--- config.mk ---
export PLATFORM = sky130hd
export DESIGN_NAME = seven_segment_scan_flat
export DESIGN_NICKNAME = d
export VERILOG_FILES = /design/src/rtl/seven_segment_scan_if.sv /design/src/rtl/seven_segment_scan.sv /design/src/flat_wrapper.sv
export SDC_FILE = /design/constraint.sdc
export NUM_CORES = 1
export LEC_CHECK = 0
export ABC_AREA = 0
export CORE_MARGIN = 2
export CORE_UTILIZATION = 32
export CTS_CLUSTER_DIAMETER = 50
export DETAILED_ROUTE_END_ITERATION = 16
export GPL_ROUTABILITY_DRIVEN = 0
export PLACE_DENSITY = 0.65
export RECOVER_POWER = 25
export SYNTH_ARGS = -nofsm -noshare
export SYNTH_HDL_FRONTEND = slang
export SYNTH_SLANG_ARGS = --single-unit
--- constraint.sdc ---
create_clock -name i_clk -period 2.7 [get_ports i_clk]
set_input_delay 0.54 -clock i_clk [delete_from_list [all_inputs] [get_ports i_clk]]
set_output_delay 0.54 -clock i_clk [all_outputs]
set_load 0.05 [all_outputs]
--- src/rtl/seven_segment_scan_if.sv ---
// Bus bundle for seven_segment_scan.
//   i_disp_val   : hex nibbles, nibble i drives digit i (digit 0 rightmost)
//   i_dp_in      : decimal point request per digit, 1 = lit
//   i_load       : capture i_disp_val/i_dp_in into the shadow register
//   i_blank_lz   : 1 = suppress leading zeros
//   i_brightness : duty level, 0 = dimmest lit, 15 = full
//   o_segments   : segments g..a (bit 6 = g), active-low
//   o_dp_out     : decimal point, active-low
//   o_digit_sel  : one-hot or all-zero digit enables, active-high
//   o_frame_done : one-cycle pulse at the end of the last digit slot
// master drives the inputs (host side), slave is the display scanner.
interface seven_segment_scan_if #(
  parameter int unsigned DIGITS = 4
);
  logic [4*DIGITS-1:0] i_disp_val;
  logic [DIGITS-1:0]   i_dp_in;
  logic                i_load;
  logic                i_blank_lz;
  logic [3:0]          i_brightness;
  logic [6:0]          o_segments;
  logic                o_dp_out;
  logic [DIGITS-1:0]   o_digit_sel;
  logic                o_frame_done;

  modport master (
    output i_disp_val, i_dp_in, i_load, i_blank_lz, i_brightness,
    input  o_segments, o_dp_out, o_digit_sel, o_frame_done
  );

  modport slave (
    input  i_disp_val, i_dp_in, i_load, i_blank_lz, i_brightness,
    output o_segments, o_dp_out, o_digit_sel, o_frame_done
  );
endinterface

--- src/rtl/seven_segment_scan.sv ---
// Multiplexed seven-segment display scanner with double-buffered content,
// per-slot blanking dead time, 16-level brightness and leading-zero blanking.
//   i_clk : sole clock, rising edge
//   i_rst : synchronous active-high reset
//   bus   : seven_segment_scan_if.slave (display content in, drive signals out)
module seven_segment_scan #(
  parameter int unsigned DIGITS      = 4,
  parameter int unsigned SLOT_CYCLES = 16384,
  parameter int unsigned DEAD_CYCLES = 64
) (
  input  logic                i_clk,
  input  logic                i_rst,
  seven_segment_scan_if.slave bus
);

  localparam int unsigned   CW       = $clog2(SLOT_CYCLES);
  localparam int unsigned   DW       = $clog2(DIGITS);
  localparam int unsigned   STEP     = SLOT_CYCLES / 16;
  localparam logic [CW-1:0] CNT_LAST = CW'(SLOT_CYCLES - 1);
  localparam logic [DW-1:0] DIG_LAST = DW'(DIGITS - 1);

  typedef enum logic [1:0] {PH_DEAD, PH_ON, PH_OFF} phase_t;

  logic [CW-1:0]       r_cnt;
  logic [DW-1:0]       r_dig;
  logic [4*DIGITS-1:0] r_shadow;
  logic [DIGITS-1:0]   r_shadow_dp;
  logic                r_pending;
  logic [4*DIGITS-1:0] r_active;
  logic [DIGITS-1:0]   r_active_dp;
  logic [3:0]          r_bright;
  logic [6:0]          r_seg;
  logic                r_dp;
  logic [DIGITS-1:0]   r_sel;
  logic                r_frame_done;

  logic                w_slot_end;
  logic                w_frame_end;
  logic [3:0]          w_bright;
  logic [31:0]         w_on_lim;
  phase_t              w_phase;
  logic [3:0]          w_nib;
  logic                w_dp_bit;
  logic                w_zero_run;
  logic                w_blank;
  logic [DIGITS-1:0]   w_onehot;

  function automatic logic [6:0] f_enc(input logic [3:0] n);
    case (n)
      4'h0: f_enc = 7'h3F;  4'h1: f_enc = 7'h06;
      4'h2: f_enc = 7'h5B;  4'h3: f_enc = 7'h4F;
      4'h4: f_enc = 7'h66;  4'h5: f_enc = 7'h6D;
      4'h6: f_enc = 7'h7D;  4'h7: f_enc = 7'h07;
      4'h8: f_enc = 7'h7F;  4'h9: f_enc = 7'h67;
      4'hA: f_enc = 7'h77;  4'hB: f_enc = 7'h7C;
      4'hC: f_enc = 7'h39;  4'hD: f_enc = 7'h5E;
      4'hE: f_enc = 7'h79;  default: f_enc = 7'h71;
    endcase
  endfunction

  assign w_slot_end  = (r_cnt == CNT_LAST);
  assign w_frame_end = w_slot_end && (r_dig == DIG_LAST);
  // Brightness is taken live at count 0 and held in r_bright for the slot.
  assign w_bright    = (r_cnt == '0) ? bus.i_brightness : r_bright;
  assign w_on_lim    = (32'(w_bright) + 32'd1) * STEP;
  assign w_onehot    = DIGITS'(1) << r_dig;

  always_comb begin
    w_phase = PH_OFF;
    if (32'(r_cnt) < DEAD_CYCLES)  w_phase = PH_DEAD;
    else if (32'(r_cnt) < w_on_lim) w_phase = PH_ON;
  end

  // Walk digits from the most significant down; w_zero_run stays set while
  // every nibble at or above the current position is zero.
  always_comb begin
    w_nib      = '0;
    w_dp_bit   = 1'b0;
    w_zero_run = 1'b1;
    w_blank    = 1'b0;
    for (int unsigned k = 0; k < DIGITS; k++) begin
      w_zero_run = w_zero_run && (4'(r_active >> (4 * (DIGITS - 1 - k))) == 4'h0);
      if (r_dig == DW'(DIGITS - 1 - k)) begin
        w_nib    = 4'(r_active >> (4 * (DIGITS - 1 - k)));
        w_dp_bit = 1'(r_active_dp >> (DIGITS - 1 - k));
        w_blank  = bus.i_blank_lz && w_zero_run && (k != DIGITS - 1);
      end
    end
  end

  // Drive outputs trail the counter by one cycle, so frame_done is registered
  // too and lines up with the last output cycle of the frame; the active copy
  // happens on the same edge, so the next output cycle already shows it.
  always_ff @(posedge i_clk) begin
    if (i_rst) begin
      r_cnt        <= '0;
      r_dig        <= '0;
      r_shadow     <= '0;
      r_shadow_dp  <= '0;
      r_pending    <= 1'b0;
      r_active     <= '0;
      r_active_dp  <= '0;
      r_bright     <= 4'hF;
      r_seg        <= 7'h7F;
      r_dp         <= 1'b1;
      r_sel        <= '0;
      r_frame_done <= 1'b0;
    end else begin
      r_bright <= w_bright;
      if (w_slot_end) begin
        r_cnt <= '0;
        r_dig <= (r_dig == DIG_LAST) ? '0 : r_dig + DW'(1);
      end else begin
        r_cnt <= r_cnt + CW'(1);
      end

      if (w_frame_end && r_pending) begin
        r_active    <= r_shadow;
        r_active_dp <= r_shadow_dp;
      end
      // A load on the boundary cycle wins over the clear and waits a frame.
      if (bus.i_load) begin
        r_shadow    <= bus.i_disp_val;
        r_shadow_dp <= bus.i_dp_in;
        r_pending   <= 1'b1;
      end else if (w_frame_end) begin
        r_pending   <= 1'b0;
      end

      r_frame_done <= w_frame_end;
      r_seg        <= w_blank ? 7'h7F : ~f_enc(w_nib);
      r_dp         <= ~w_dp_bit;
      r_sel        <= (w_phase == PH_ON) ? w_onehot : '0;
    end
  end

  assign bus.o_segments   = r_seg;
  assign bus.o_dp_out     = r_dp;
  assign bus.o_digit_sel  = r_sel;
  assign bus.o_frame_done = r_frame_done;

endmodule

--- src/flat_wrapper.sv ---
// flat-port wrapper written by rule: the top's interface ports become plain ports
module seven_segment_scan_flat 
#(
  parameter int unsigned DIGITS      = 4,
  parameter int unsigned SLOT_CYCLES = 16384,
  parameter int unsigned DEAD_CYCLES = 64
)
  (i_clk, i_rst, bus_i_disp_val, bus_i_dp_in, bus_i_load, bus_i_blank_lz, bus_i_brightness, bus_o_segments, bus_o_dp_out, bus_o_digit_sel, bus_o_frame_done);
  seven_segment_scan_if #(.DIGITS(DIGITS)) bus_i ();
  input  logic i_clk;
  input  logic i_rst;
  input wire logic [$bits(bus_i.i_disp_val)-1:0] bus_i_disp_val;
  input wire logic [$bits(bus_i.i_dp_in)-1:0] bus_i_dp_in;
  input wire logic [$bits(bus_i.i_load)-1:0] bus_i_load;
  input wire logic [$bits(bus_i.i_blank_lz)-1:0] bus_i_blank_lz;
  input wire logic [$bits(bus_i.i_brightness)-1:0] bus_i_brightness;
  output wire logic [$bits(bus_i.o_segments)-1:0] bus_o_segments;
  output wire logic [$bits(bus_i.o_dp_out)-1:0] bus_o_dp_out;
  output wire logic [$bits(bus_i.o_digit_sel)-1:0] bus_o_digit_sel;
  output wire logic [$bits(bus_i.o_frame_done)-1:0] bus_o_frame_done;
  assign bus_i.i_disp_val = bus_i_disp_val;
  assign bus_i.i_dp_in = bus_i_dp_in;
  assign bus_i.i_load = bus_i_load;
  assign bus_i.i_blank_lz = bus_i_blank_lz;
  assign bus_i.i_brightness = bus_i_brightness;
  assign bus_o_segments = bus_i.o_segments;
  assign bus_o_dp_out = bus_i.o_dp_out;
  assign bus_o_digit_sel = bus_i.o_digit_sel;
  assign bus_o_frame_done = bus_i.o_frame_done;
  seven_segment_scan #(.DIGITS(DIGITS), .SLOT_CYCLES(SLOT_CYCLES), .DEAD_CYCLES(DEAD_CYCLES)) u_core (.i_clk(i_clk), .i_rst(i_rst), .bus(bus_i));
endmodule
==> metrics.yaml <==
p_total_w: 0.00208
drc: 0
fmax_mhz: 376
netlist.top_cell.by_area: "dfxtp_1"
ir_worst_vdd_v: 0.000255
finalCriticalPeriod_ns: 2.66
die_w_um: 107
clock-sinks: 74
synth.area.top_cells: "dfxtp_1, mux2i_1, nand2_1"
crit_path_max_fanout: 4
first_iter_violations: 54
met1_usage_pct: 16.3
drv_cap: 1
use_met3_pct: 4.32
grt_usage_pct: 13.5
rsz0062_at_grt: "yes"
nFillCells: 1012
hp-class: "flop to flop"
grt_max_degree: 31
clk_latency_ns: 0.34
synth-edff-count: 0
setup_violations: 0
start_kind: "flop"
slew_violations: 22
p_leak_nw: 1.67
globalRouteOverflowTotal: 0
grt.busiest_layer: "met2"
pwr_density_cell_mw_per_mm2: 493
required_ns: 2.96
preCtsSetupSlack_ns: -0.204
postCtsSetupRepairBufs: 0
clock_path_buffers: 2
violations: "max-capacitance violations, max-slew violations"
drt.antenna.violating_nets: 0
grt_use_met2_pct: 22.7
ios: 41
coreArea_mm2: 0.0103
syn_nets: 422
vias_per_cell: 4.72
status: "finished with violations"
synth_cells: 379
grt_pass1_vias: 2710
synth_cell_type_count: 52
finClkSkew_ns: 0.00742
n_antenna_cell: 0
wire_per_inst_um: 12.2
tns_ns: 0
initial_core_util_pct: 32.8
avgSynthCellArea_um2: 8.94
cp.arrival_ns: 2.93
clk_pin_slew_ns: 0.07
syn2layout_area_growth_pct: 24.5
placed_area_mm2: 0.00405
dieArea_mm2: 0.0114
drive_gt1_share_pct: 12.8
ys_seq_elements: 74
antenna_found_initial: 0
yosysWarnings: 0
die_y_um: 107
fin_nets: 475
slew_headroom_pct: -1.94
htree_levels: 3
synth_top_area_share_pct: 43.7
numPortBuffers: 40
vias: 2697
row_count: 37
cts_tree: "yes"
crit_path_max_incr_delay_ns: 0.38
final_area_mm2: 0.00422
setup_ws_ns: 0.0378
hold_viol_final: 0
syn_area_mm2: 0.00339
ys_async_sr_fraction_pct: 0
ys.flop_type: "dfxtp_1"
firstDrtPassIters: 4
ys_seq_area_share_pct: 43.7
finalCritPeriodShare_pct: 98.6
numCtsBuffers: 9
path_cells: "nor4_4, nand4_4, mux2_4, ha_4, xor2_1, ha_2, a2111o_1, o21bai_1, a221oi_2, nor4b_2"
place_hpwl_um: 5090
endpoint_kind: "flop"
setup.worst_path.class: "flop to flop"
grt_pass1_wl_um: 12300
routed_wl_um: 6990
tightest_slew_ns: 1.53
cp_slowest_cell: "a2111o_1"
clockRootBuffer: "clkbuf_8"
state kept, by name, summed over array words and instances (netlist names), 2 cells and up:
signal and count:
u_core.r_bright 4, u_core.r_dig 2, u_core.r_cnt 14, u_core.r_shadow_dp 4, u_core.r_active 16, u_core.bus.o_digit_sel 4, u_core.r_active_dp 4, u_core.r_shadow 16
u_core.bus.o_segments 7
metal layers:
layer / vias to the layer above / wire [um]
met3: 9 / 270
met2: 41 / 3390
met1: 1246 / 3240
li1: 1401 / -
met4: 0 / 82
met5: - / 0
power by group:
group / switching [W] / internal [W] / total [W]
logic: 0.000115 / 0.000123 / 0.000238
clock network: 0.000376 / 0.000322 / 0.000698
registers: 0.0000183 / 0.00112 / 0.00114
total: 0.000509 / 0.00157 / 0.00208
worst max-delay path, delay by kind of cell, from the launching register on:
kind | cells | cell delay (ns)
AO/OA/AOI/OAI | 3 | 0.67
AND/OR/NAND/NOR | 3 | 0.71
flip-flops | 1 | 0.34
XOR/XNOR | 1 | 0.16
multiplexers | 1 | 0.35
adder cells (fa/ha/maj) | 2 | 0.36
layout by cell type (no fill, tap or decap), types with 5 or more instances in the layout:
| cell | instances |
|---|---|
| a21oi_1 | 28 |
| buf_4 | 21 |
| clkbuf_8 | 9 |
| clkdlybuf4s50_1 | 38 |
| dfxtp_1 | 69 |
| dfxtp_2 | 5 |
| ha_1 | 13 |
| inv_1 | 13 |
| mux2i_1 | 25 |
| nand2_1 | 54 |
| nand2b_1 | 5 |
| nand3_1 | 9 |
| nand4_1 | 5 |
| nor2_1 | 45 |
| xnor2_1 | 7 |
| xor2_1 | 8 |
cell type report:
cell class              count  area (um2)  area share [%]
multi-input cells         271        1800            42.7
clock buffers              11         131            3.11
repair buffers             63         561            13.3
inverters                  13        48.8            1.16
flip-flops and latches     74        1490            35.3
clock inverters             4        20.0           0.474
well taps                 136         170            4.03
worst paths after layout:
kind / from / to / slack, ns / depth (start not counted)
max: u_core.r_cnt[11]$_SDFF_PP0_ / u_core.bus.o_digit_sel[0]$_SDFF_PP0_ / 0.04 / 10
min: u_core.r_active[0]$_SDFFE_PP0P_ / u_core.r_active[0]$_SDFFE_PP0P_ / 0.46 / 2
max reg2reg: u_core.r_cnt[11]$_SDFF_PP0_ / u_core.bus.o_digit_sel[0]$_SDFF_PP0_ / 0.04 / 10
min reg2reg: u_core.r_active[0]$_SDFFE_PP0P_ / u_core.r_active[0]$_SDFFE_PP0P_ / 0.46 / 2
cells in the mapped netlist, types with 2 or more instances:
master / number
a211o_1: 3
a211oi_1: 2
a21oi_1: 28
and2_1: 4
and3_1: 4
and4_1: 3
buf_1: 2
buf_2: 7
buf_4: 2
clkbuf_1: 10
dfxtp_1: 74
ha_1: 15
inv_1: 13
mux2_2: 2
mux2i_1: 25
nand2_1: 54
nand2b_1: 5
nand3_1: 9
nand3b_1: 4
nand4_1: 5
nor2_1: 46
nor2b_1: 3
nor3_1: 3
nor3b_1: 4
nor4_1: 4
nor4_4: 2
o211ai_1: 3
o21ai_0: 5
or2_1: 2
xnor2_1: 7
xor2_1: 8
cell families (layout without fill, tap and decap cells):
logic type / Yosys count / in the layout / synth area share, %
AO/OA/AOI/OAI: 55 / 55 / 10.6
XOR/XNOR: 15 / 15 / 3.88
adder cells (fa/ha/maj): 15 / 15 / 5.54
buffers and inverters: 34 / 91 / 4.25
flip-flops: 74 / 74 / 43.7
multiplexers: 27 / 27 / 8.05
AND/OR/NAND/NOR: 159 / 159 / 24.0
through the flow:
stage               hold slack (ns)  util (%)  std cells
floorplan                     0.432         -        379
detailed placement            0.449      39.2        557
global route                  0.478      40.9        572
finish                        0.456      40.9        572
CTS                           0.461      40.7        572
global placement              0.443      39.2        557
what timing repair did:
item,4_1_cts,5_1_grt
hold buffers,0,0
endpoints found under the setup margin,4,7
pin swaps,9,0
resized for setup,3,5
Power figures use the tool's default switching activity.
